--- src/rtl/seg_scan_display.sv ---
// seg_scan_display: multiplexed seven-segment driver for DIGITS hex digits.
// New values are double-buffered and committed only when the scan wraps
// from the last digit back to digit 0, so a frame never mixes two values.
//
// Ports:
//   clk, rst_n     - clock (rising edge), asynchronous active-low reset
//   enable         - 1 scans and drives segments; 0 blanks seg and freezes scan
//   in_valid       - one-cycle strobe capturing in_data/in_dp/in_lz as pending
//   in_data        - DIGITS hex nibbles, nibble k is digit k (digit 0 = LSD)
//   in_dp          - per-digit decimal point mask
//   in_lz          - leading-zero suppression enable
//   seg            - {a,b,c,d,e,f,g,dp}, active high, registered
//   which          - binary index of the digit being driven, registered
//   upd_pending    - a captured value waits for the next frame boundary
//   frame_tick     - one-cycle pulse in the cycle which first shows 0 after a wrap
module seg_scan_display #(
    parameter int DIGITS   = 8,
    parameter int SCAN_DIV = 16384,
    parameter int WW       = $clog2(DIGITS)
) (
    input  logic                clk,
    input  logic                rst_n,
    input  logic                enable,
    input  logic                in_valid,
    input  logic [4*DIGITS-1:0] in_data,
    input  logic [DIGITS-1:0]   in_dp,
    input  logic                in_lz,
    output logic [7:0]          seg,
    output logic [WW-1:0]       which,
    output logic                upd_pending,
    output logic                frame_tick
);
    localparam int PW = (SCAN_DIV > 1) ? $clog2(SCAN_DIV) : 1;

    logic [4*DIGITS-1:0] pend_data, disp_data;
    logic [DIGITS-1:0]   pend_dp, disp_dp;
    logic                pend_lz, disp_lz;
    logic                pend_v;
    logic [PW-1:0]       presc;
    logic [WW-1:0]       idx;
    logic                wrap_r;

    logic                digit_end, frame_end;
    logic [3:0]          nib;
    logic                blank;
    logic                dp_bit;
    logic [7:0]          font;
    logic [7:0]          seg_next;

    assign digit_end = enable && (presc == PW'(SCAN_DIV - 1));
    assign frame_end = digit_end && (idx == WW'(DIGITS - 1));

    always_comb begin
        nib    = 4'(disp_data >> {idx, 2'b00});
        // Everything from this digit upward being zero means it is a leading zero.
        blank  = disp_lz && (idx != '0) && ((disp_data >> {idx, 2'b00}) == '0);
        dp_bit = disp_dp[idx];
        case (nib)
            4'h0:    font = 8'hFC;
            4'h1:    font = 8'h60;
            4'h2:    font = 8'hDA;
            4'h3:    font = 8'hF2;
            4'h4:    font = 8'h66;
            4'h5:    font = 8'hB6;
            4'h6:    font = 8'hBE;
            4'h7:    font = 8'hE0;
            4'h8:    font = 8'hFE;
            4'h9:    font = 8'hF6;
            4'hA:    font = 8'hEE;
            4'hB:    font = 8'h3E;
            4'hC:    font = 8'h9C;
            4'hD:    font = 8'h7A;
            4'hE:    font = 8'h9E;
            default: font = 8'h8E;
        endcase
        seg_next = enable ? {(blank ? 7'b0 : font[7:1]), dp_bit} : 8'h00;
    end

    always_ff @(posedge clk or negedge rst_n) begin
        if (!rst_n) begin
            pend_data  <= '0;
            pend_dp    <= '0;
            pend_lz    <= 1'b0;
            pend_v     <= 1'b0;
            disp_data  <= '0;
            disp_dp    <= '0;
            disp_lz    <= 1'b0;
            presc      <= '0;
            idx        <= '0;
            wrap_r     <= 1'b0;
            seg        <= 8'h00;
            which      <= '0;
            frame_tick <= 1'b0;
        end else begin
            if (enable) begin
                if (digit_end) begin
                    presc <= '0;
                    idx   <= (idx == WW'(DIGITS - 1)) ? '0 : idx + 1'b1;
                end else begin
                    presc <= presc + 1'b1;
                end
            end

            // Commit reads the old pending copy; a same-cycle capture
            // replaces it afterwards and stays pending for the next frame.
            if (frame_end && pend_v) begin
                disp_data <= pend_data;
                disp_dp   <= pend_dp;
                disp_lz   <= pend_lz;
            end
            if (in_valid) begin
                pend_data <= in_data;
                pend_dp   <= in_dp;
                pend_lz   <= in_lz;
                pend_v    <= 1'b1;
            end else if (frame_end) begin
                pend_v    <= 1'b0;
            end

            seg        <= seg_next;
            which      <= idx;
            // Delayed twice so the pulse lines up with which showing 0.
            wrap_r     <= frame_end;
            frame_tick <= wrap_r;
        end
    end

    assign upd_pending = pend_v;

endmodule

--- config.mk ---
export PLATFORM = sky130hd
export DESIGN_NAME = seg_scan_display
export DESIGN_NICKNAME = d
export VERILOG_FILES = /design/src/rtl/seg_scan_display.sv
export SDC_FILE = /design/constraint.sdc
export NUM_CORES = 1
export LEC_CHECK = 0
export CELL_PAD_IN_SITES_DETAIL_PLACEMENT = 1
export CELL_PAD_IN_SITES_GLOBAL_PLACEMENT = 1
export CORE_ASPECT_RATIO = 1.5
export CORE_MARGIN = 10
export CORE_UTILIZATION = 50
export CTS_BUF_LIST = sky130_fd_sc_hd__clkbuf_4
export CTS_CLUSTER_DIAMETER = 30
export DETAILED_ROUTE_END_ITERATION = 10
export PLACE_DENSITY = 0.82
export RECOVER_POWER = 50
export SLEW_MARGIN = 20
export SYNTH_ARGS = -nofsm -noshare
export SYNTH_HDL_FRONTEND = slang
export SYNTH_SLANG_ARGS = --single-unit
--- constraint.sdc ---
create_clock -name clk -period 6.7 [get_ports clk]
set_input_delay 0.67 -clock clk [delete_from_list [all_inputs] [get_ports clk]]
set_output_delay 0.67 -clock clk [all_outputs]
set_load 0.01 [all_outputs]
======== After elaboration in Yosys (flattened, before gate mapping) ========
Memories as Yosys holds them, arrays and structs flattened.
Cells that the tools add are included.
cells by class
  order comparisons ....................... 1
  multiplexer cells ....................... 8
  shift-type cells ........................ 1
  equal/unequal tests ..................... 2
  reduce and logical (&&, ||, !) cells .... 9
  add/subtract/negate cells ............... 2
operators by type and width
  operator                                                    count
  zero test 32 bit                                            1
  >> shifter 32 x 5 -> 32 bit                                 1
  adder 14 x 1 -> 14 bit, second input constant               1
  equality test 14 bit, second input constant                 1
  2-to-1 mux 14 bit                                           1
  2-to-1 mux 8 bit                                            1
  2-to-1 mux 7 bit                                            1
  logical AND 1 bit                                           5
  less-than comparator 3 x 4 -> 1 bit, second input constant  1
  adder 3 x 1 -> 3 bit, second input constant                 1
  binary-select mux 1 bit (select 3 bit)                      1
  equality test 3 bit, second input constant                  1
  2-to-1 mux 1 bit                                            3
  2-to-1 mux 3 bit                                            1
  nonzero test 3 bit                                          1
  AND reduction 2 bit                                         1
  nonzero test 2 bit                                          1
word-level totals
  register bits after elaboration ......... 113
  word-level logic and storage cells ...... 37
  memories kept ........................... 1
  output and inout bits ................... 13
  ROM bits ................................ 112
  input bits .............................. 45
memory list
  name              depth  bits a word  rd ports  clocked after Yosys merged registers in  wr ports  RTL line  source
  (name not given)  16     7            1         0                                        0         58        case (nib)

======== Logic depth before layout (Yosys ltp) ========
Gate-level depths: netlist of run 1.
  depth in word-level cells ............... 5
  mapped depth ............................ 11
  depth with buffers taken out ............ 9

======== Worst setup path after synthesis of run 1 ========
Ideal clock, no wire load.
  path kind ............................... flip-flop to flip-flop
  from .................................... reg idx[0]
  to ...................................... reg seg[1]
  path slack .............................. 4,025 ps
  library setup time ...................... 151 ps
  clock period less this slack ............ 2,675 ps
  data required time ...................... 6,549 ps
  data arrival time ....................... 2,523 ps
  path buffers ............................ 3
  stages on the path, launching flop included .. 12
  path through ............................ dfrtp_1 -> buf_6 -> buf_8 -> buf_6 -> mux4_2 -> mux2i_1 -> ha_1 -> nand2_1 -> a21oi_1 -> o31ai_1 -> o41ai_4 -> a222oi_1
on the way
  longest elaborated chain between the ends .. 5
  elaborated cells on any way between the ends .. 8
  those cells by class .................... shift: 1; mux: 2; reduce/logical: 4; memory: 1
ends and longest elaborated chain
  element                                                                           RTL line  source
  start: declaration                                                                40        logic [WW-1:0] idx;
  start signal: assignment                                                          98        idx <= (idx == WW'(DIGITS - 1)) ? '0 : idx + 1'b1;
  parallel branches: the longest is 3 deep, another holds memory read (16 x 7 bit)  -
  2-to-1 mux 7 bit *                                                                76        seg_next = enable ? {(blank ? 7'b0 : font[7:1]), dp_bit} : 8'h00;
  2-to-1 mux 8 bit *                                                                76
  net seg_next[1]                                                                   48        logic [7:0] seg_next;
  end signal: assignment                                                            120       seg <= seg_next;
  end: declaration                                                                  28        output logic [7:0] seg,
Mark *: on every way through the listed nets, which the timed path passes.
A chain may end at the register's enable or synchronous reset.

======== Worst setup path after layout of run 1 ========
Same ends and word-level chain as after synthesis.

==> results of run 1 <==
cells in the final DEF, fill, tap and decap left out, types with 3 or more instances in the layout:
cell type | netlist | routed
nand4_1 | 10 | 10
clkdlybuf4s50_1 | 0 | 54
xor2_1 | 3 | 3
clkbuf_1 | 7 | 3
clkinv_1 | 0 | 3
bufinv_16 | 0 | 5
o21ai_0 | 7 | 7
a211oi_1 | 6 | 6
mux2_2 | 85 | 84
inv_1 | 10 | 10
nand3_1 | 10 | 9
a221oi_1 | 5 | 5
ha_1 | 10 | 10
clkbuf_4 | 0 | 17
nand2_1 | 20 | 20
xnor2_1 | 8 | 8
dfrtp_1 | 113 | 113
nor2_1 | 16 | 16
clkinvlp_4 | 0 | 3
nor4_1 | 8 | 8
a21oi_1 | 4 | 4
nor3b_1 | 3 | 3
nor3_1 | 8 | 8
mux4_2 | 10 | 10
mux2i_1 | 3 | 3
power breakdown:
part           switching (mW)  total, mW  leakage, nW  internal (mW)
Combinational          0.0528      0.123         1.13         0.0704
Sequential             0.0392      0.766         1.42          0.726
Clock                   0.266      0.598        0.171          0.331
final timing paths:
path / depth (start not counted) / endpoint / slack (ps) / start
max: 9 / seg[1] / 2810 / idx[0]
min: 0 / frame_tick / 360 / wrap_r
max reg2reg: 9 / seg[1] / 2810 / idx[0]
min reg2reg: 0 / frame_tick / 360 / wrap_r
max in group asynchronous: 2 / idx[0] / 3190 / rst_n
min in group asynchronous: 1 / frame_tick / 800 / rst_n
kinds of logic after synthesis:
kind of cell / after synthesis
adder cells (fa/ha/maj): 10
XOR/XNOR: 11
AO/OA/AOI/OAI: 38
flip-flops: 113
multiplexers: 100
buffers and inverters: 28
AND/OR/NAND/NOR: 84
flip-flops by register name (all words and copies together), names as in the netlist:
name,flops
disp_data,32
pend_data,32
presc,14
disp_dp,8
pend_dp,8
seg,8
idx,3
which,3
disp_lz,1
frame_tick,1
pend_lz,1
upd_pending,1
wrap_r,1
routing by layer:
| metal | GRT usage | vias up | part of all wire | wire length, um |
|---|---|---|---|---|
| met5 | 0 | - | 0 | 0 |
| met3 | 0.0425 | 19 | 0.033 | 395 |
| met1 | 0.178 | 1752 | 0.38 | 4500 |
| met2 | 0.320 | 73 | 0.57 | 6790 |
| li1 | - | 1534 | - | - |
| met4 | 0.0720 | 0 | 0.020 | 236 |
area by class of cell:
cell class	count	area [um^2]	area share
Antenna cell	1	2.50	0.000409
Clock buffer	17	128	0.0209
Clock inverter	15	215	0.0352
Inverter	10	37.5	0.00613
Multi-Input combinational cell	243	2190	0.359
Sequential cell	113	2830	0.462
Tap cell	117	146	0.0239
Timing Repair Buffer	59	567	0.0926
cells in the mapped netlist:
cell type | instances | area (um^2)
nand4_1 | 10 | 62.6
ha_1 | 10 | 125
xor2_1 | 3 | 26.3
nor4_1 | 8 | 50.1
nand3_1 | 10 | 50.1
o21ai_0 | 7 | 35.0
nor2_1 | 16 | 60.1
o221ai_1 | 1 | 8.76
or4_1 | 1 | 7.51
nor2b_1 | 1 | 6.26
o21bai_1 | 1 | 7.51
o211ai_1 | 1 | 7.51
nand2_1 | 20 | 75.1
mux2i_1 | 3 | 30.0
a221o_1 | 1 | 10.0
and3_1 | 2 | 12.5
and4_1 | 2 | 17.5
dfrtp_1 | 113 | 2830
inv_1 | 10 | 37.5
mux4_2 | 10 | 225
mux2_2 | 85 | 957
and2_1 | 1 | 6.26
xnor2_1 | 8 | 70.1
buf_6 | 2 | 22.5
buf_2 | 2 | 10.0
mux2i_4 | 1 | 22.5
a21oi_1 | 4 | 20.0
o41ai_4 | 1 | 27.5
nor3_1 | 8 | 40.0
clkbuf_1 | 7 | 26.3
o311ai_0 | 2 | 17.5
buf_1 | 5 | 18.8
a221oi_1 | 5 | 43.8
a21boi_0 | 2 | 15.0
o311ai_2 | 1 | 16.3
buf_8 | 1 | 15.0
nor3b_1 | 3 | 22.5
o21ai_1 | 2 | 10.0
mux2_4 | 1 | 15.0
or3_1 | 2 | 12.5
a222oi_1 | 1 | 10.0
buf_4 | 1 | 7.51
o22ai_1 | 1 | 6.26
o31ai_1 | 2 | 15.0
a211oi_1 | 6 | 45.0
per-stage QoR:
| stage | utilization | cell area, um^2 | setup slack [ps] | hold slack (ps) |
|---|---|---|---|---|
| 2_1_floorplan | - | 5150 | 4030 | 331 |
| 3_3_place_gp | 0.574 | 5780 | 3130 | 334 |
| 3_5_place_dp | 0.574 | 5780 | 2960 | 339 |
| 4_1_cts | 0.608 | 6130 | 3490 | 114 |
| 5_1_grt | 0.607 | 6120 | 2410 | 383 |
| 6_report | 0.607 | 6120 | 2810 | 361 |
worst register-to-register path, stage by stage, from the launching register on:
cell and delay (ps):
dfrtp_1 340, clkbuf_1 1100, mux4_2 670, mux2i_1 470, ha_1 260, nand2_1 50, a21oi_1 110, o31ai_1 130
o41ai_4 450, a222oi_1 190
==> results_dict.tcl, run 1 <==
set metrics [dict create \
    firstDrtPassIters 4 \
    synth.avg_cell_area_um2 13.4 \
    path_cells "clkbuf_1, mux4_2, mux2i_1, ha_1, nand2_1, a21oi_1, o31ai_1, o41ai_4, a222oi_1" \
    violations "capacitance limit, slew limit" \
    wl_per_cell_um 20.7 \
    grt-ovfl-total 0 \
    p_total_mw 1.49 \
    seq_area_frac_synth 0.549 \
    layout-drive-gt1-share 0.282 \
    p_per_area_nw_per_um2 243 \
    vias 3378 \
    cts_resized 0 \
    core-area_um2 10100 \
    cts_buffers 17 \
    synth-simple-area-share 0.0820 \
    clock_latency_ps 510 \
    antenna_found_initial 1 \
    cap_violations 4 \
    relSlewSlack -0.542 \
    final_hold_viol_count 0 \
    track_usage 0.173 \
    wl_mm 11.9 \
    cp_max_fo 29 \
    die_y_um 144 \
    synthAdderAreaFrac 0.0243 \
    fillCellCount 979 \
    antenna_left 0 \
    required_ps 7070 \
    synth_xor_xnor_area_share 0.0187 \
    endpoint_kind "register" \
    fin_crit_sh 0.581 \
    grt_max_degree 74 \
    rsz0062_at_grt "false" \
    fin_tns_setup_ps 0 \
    synth_top_family_by_area "multiplexers" \
    clock_path_buffers 2 \
    port_buffers 57 \
    fmax_mhz 257 \
    dp.cells 542 \
    slowest_stage "clkbuf_1" \
    finalSetupViolations 0 \
    critPathKind "register to register" \
    fin_nets 499 \
    hold_path.class "register to register" \
    grt_pass1_wl_mm 19.7 \
    worstPathArrival_ps 4260 \
    synthMuxAreaShare 0.242 \
    area_growth_pct 18.7 \
    cts_tree "done" \
    slew_violations 189 \
    synth-compound-area-share 0.0573 \
    clk_pin_slew_ps 120 \
    fin_crit_ps 3890 \
    globalplace.congestion 0.891 \
    ys_warn_count 0 \
    clock-skew-final_ps 20.7 \
    clock_sinks 113 \
    ys_ff_latch 113 \
    yosysUniqueCellTypes 45 \
    synth_fp_nets 439 \
    cts_htree_levels 4 \
    io_pins 58 \
    drtIter0Drc 128 \
    outcome "finished with violations" \
    syn_inst 384 \
    cts_hold_buf 0 \
    critical-path-max-stage-delay_ps 1100 \
    via_per_inst 5.87 \
    dp_hpwl_mm 8.56 \
    cts_setup_buffers 0 \
    critPathLaunchType "register" \
    peakVddDrop_mv 0.153 \
    die_area_um2 14900 \
    num_rows 45 \
    fin_cells 575 \
    netlist_area_um2 5150 \
    die_w_um 103 \
    cp_num_buf_inv 1 \
    ctsRootBufferMaster "clkbuf_4" \
    cp_top_family "multiplexers" \
    drc_errors 0 \
    initial_core_util 0.511 \
    grt_pass1_vias 3903 \
    tightestPinTransition_ps 2310 \
    p_leak_nw 2.72 \
]
Power figures use the tool's default switching activity.
==> run 2: changes to the inputs <==
--- a/config.mk
+++ b/config.mk
@@ -9,11 +9,11 @@
 export CELL_PAD_IN_SITES_GLOBAL_PLACEMENT = 1
 export CORE_ASPECT_RATIO = 1.5
 export CORE_MARGIN = 10
-export CORE_UTILIZATION = 50
+export CORE_UTILIZATION = 48
 export CTS_BUF_LIST = sky130_fd_sc_hd__clkbuf_4
 export CTS_CLUSTER_DIAMETER = 30
 export DETAILED_ROUTE_END_ITERATION = 10
-export PLACE_DENSITY = 0.82
+export PLACE_DENSITY = 0.79
 export RECOVER_POWER = 50
 export SLEW_MARGIN = 20
 export SYNTH_ARGS = -nofsm -noshare
==> constraint.sdc (replaced) <==
create_clock -name clk -period 3.8 [get_ports clk]
set_input_delay 0.38 -clock clk [delete_from_list [all_inputs] [get_ports clk]]
set_output_delay 0.38 -clock clk [all_outputs]
set_load 0.01 [all_outputs]
==> run 2 against run 1 <==
The run still ends with capacitance limit, slew limit left; final area up 0.20%; wire length down 1.2%; maximum frequency up 17%; register-to-register slack worse by 2300 ps; utilization down 2.5 points; clock power up 52%; final cell count up 5.4%; count of clock-buffer cells in the layout up 2; via count up 1.5%; worst setup slack worse by 2300 ps; largest power group unchanged; highest routed layer unchanged.
==> results_dict.tcl, run 2 (same netlist as run 1, synthesis figures left out) <==
set metrics [dict create \
    grt_pass1_vias 3840 \
    fin_tns_setup_ps 0 \
    die_y_um 147 \
    p_total_mw 2.47 \
    finalSetupViolations 0 \
    port_buffers 57 \
    place_ws_ps 852 \
    path_cells "clkbuf_1, mux4_2, mux2_2, o41ai_4, a222oi_1" \
    critical-path-max-stage-delay_ps 720 \
    cp_max_fo 17 \
    clock_latency_ps 510 \
    clk_pin_slew_ps 100 \
    grt_pass1_wl_mm 19.8 \
    layout-drive-gt1-share 0.289 \
    grt-ovfl-total 0 \
    layout_commonest_cell "dfrtp_1" \
    drc_errors 0 \
    num_rows 46 \
    fin_ws_ps 483 \
    violations "capacitance limit, slew limit" \
    antenna_left 0 \
    clock_sinks 113 \
    firstDrtPassIters 4 \
    peakVddDrop_mv 0.337 \
    clock-skew-final_ps 15.8 \
    outcome "finished with violations" \
    antenna_found_initial 1 \
    critPathKind "register to register" \
    reg.largest.list "disp_data (32), pend_data (32), presc (14)" \
    cts_buffers 17 \
    core-area_um2 10500 \
    clock_path_buffers 2 \
    critPathLaunchType "register" \
    cap_violations 2 \
    drtIter0Drc 184 \
    cts_resized 0 \
    globalplace.congestion 0.888 \
    fin_nets 504 \
    area_growth_pct 18.9 \
    fin_crit_sh 0.873 \
    cts_tree "done" \
    wl_per_cell_um 19.4 \
    via_per_inst 5.66 \
    final_hold_viol_count 0 \
    fin_crit_ps 3320 \
    endpoint_kind "register" \
    tightestPinTransition_ps 2220 \
    required_ps 4160 \
    wl_mm 11.8 \
    final_cell_mix "113 x dfrtp_1, 85 x mux2_2, 55 x clkdlybuf4s50_1, 20 x nand2_1, 19 x clkbuf_4" \
    slowest_stage "clkbuf_1" \
    vias 3427 \
    rsz0062_at_grt "false" \
    initial_core_util 0.489 \
    ctsRootBufferMaster "clkbuf_4" \
    io_pins 58 \
    fmax_mhz 301 \
    p_leak_nw 2.73 \
    die_w_um 105 \
    cts_htree_levels 4 \
    relSlewSlack -0.482 \
    slew_violations 115 \
    dp_hpwl_mm 8.64 \
    hold_path.class "register to register" \
    p_per_area_nw_per_um2 403 \
    worstPathArrival_ps 3670 \
    grt_max_degree 72 \
    die_area_um2 15400 \
    track_usage 0.162 \
]
## run 2: cell count changes in the layout (fill, tap and decap cells not counted), moves of 2 or more
| cell | before | now |
|---|---|---|
| buf_4 | 0 | 3 |
| clkinv_2 | 1 | 4 |
| clkbuf_4 | 17 | 19 |
| clkinvlp_4 | 3 | 1 |
| bufinv_16 | 5 | 3 |
## run 2: repair_timing
action / 4_1_cts / 5_1_grt
buffers inserted: 0 / 0
hold endpoints to repair: 45 / 0
hold buffers: 1 / 0
## run 2: per-layer routing
| metal | GRT usage | wire length, um | vias to the layer above |
|---|---|---|---|
| met5 | 0 | 0 | - |
| met4 | 0.0737 | 327 | 0 |
| met3 | 0.0420 | 370 | 31 |
| met2 | 0.301 | 6640 | 83 |
| met1 | 0.164 | 4440 | 1763 |
| li1 | - | - | 1550 |
## run 2: worst paths after layout
path                                  to  cells past startpoint    from  slack (ps)
setup / recovery                  seg[1]                      5  idx[0]         480
hold / removal                frame_tick                      0  wrap_r         360
setup reg to reg                  seg[1]                      5  idx[0]         480
hold reg to reg               frame_tick                      0  wrap_r         360
max in group asynchronous  pend_data[27]                      3   rst_n        1140
min in group asynchronous    upd_pending                      2   rst_n         880
## run 2: layout make-up
class	count	area, um^2
well taps	144	180
flip-flops and latches	113	2830
repair buffers	64	603
clock buffers	19	143
diodes	1	2.50
fillers	1063	4400
clock inverters	12	143
multi-input cells	243	2190
inverters	10	37.5
## run 2: report_power, final
part / internal, mW / switching (mW)
registers: 1.28 / 0.0664
clock network: 0.460 / 0.449
logic: 0.127 / 0.0880
## run 2: critical path, delay by kind of cell, from the launching register on
family,cells,cell delay [ps]
compound gates,2,750
buf+inv,1,720
mux,2,1010
flops,1,680
## run 2: metrics by stage
step	instances	instance area, um^2	utilization	hold WS, ps
floorplan	384	5150	-	84.4
global placement	573	5850	0.555	335
detailed placement	573	5850	0.555	339
CTS	605	6140	0.583	364
global route	606	6130	0.582	382
finish	606	6130	0.582	360
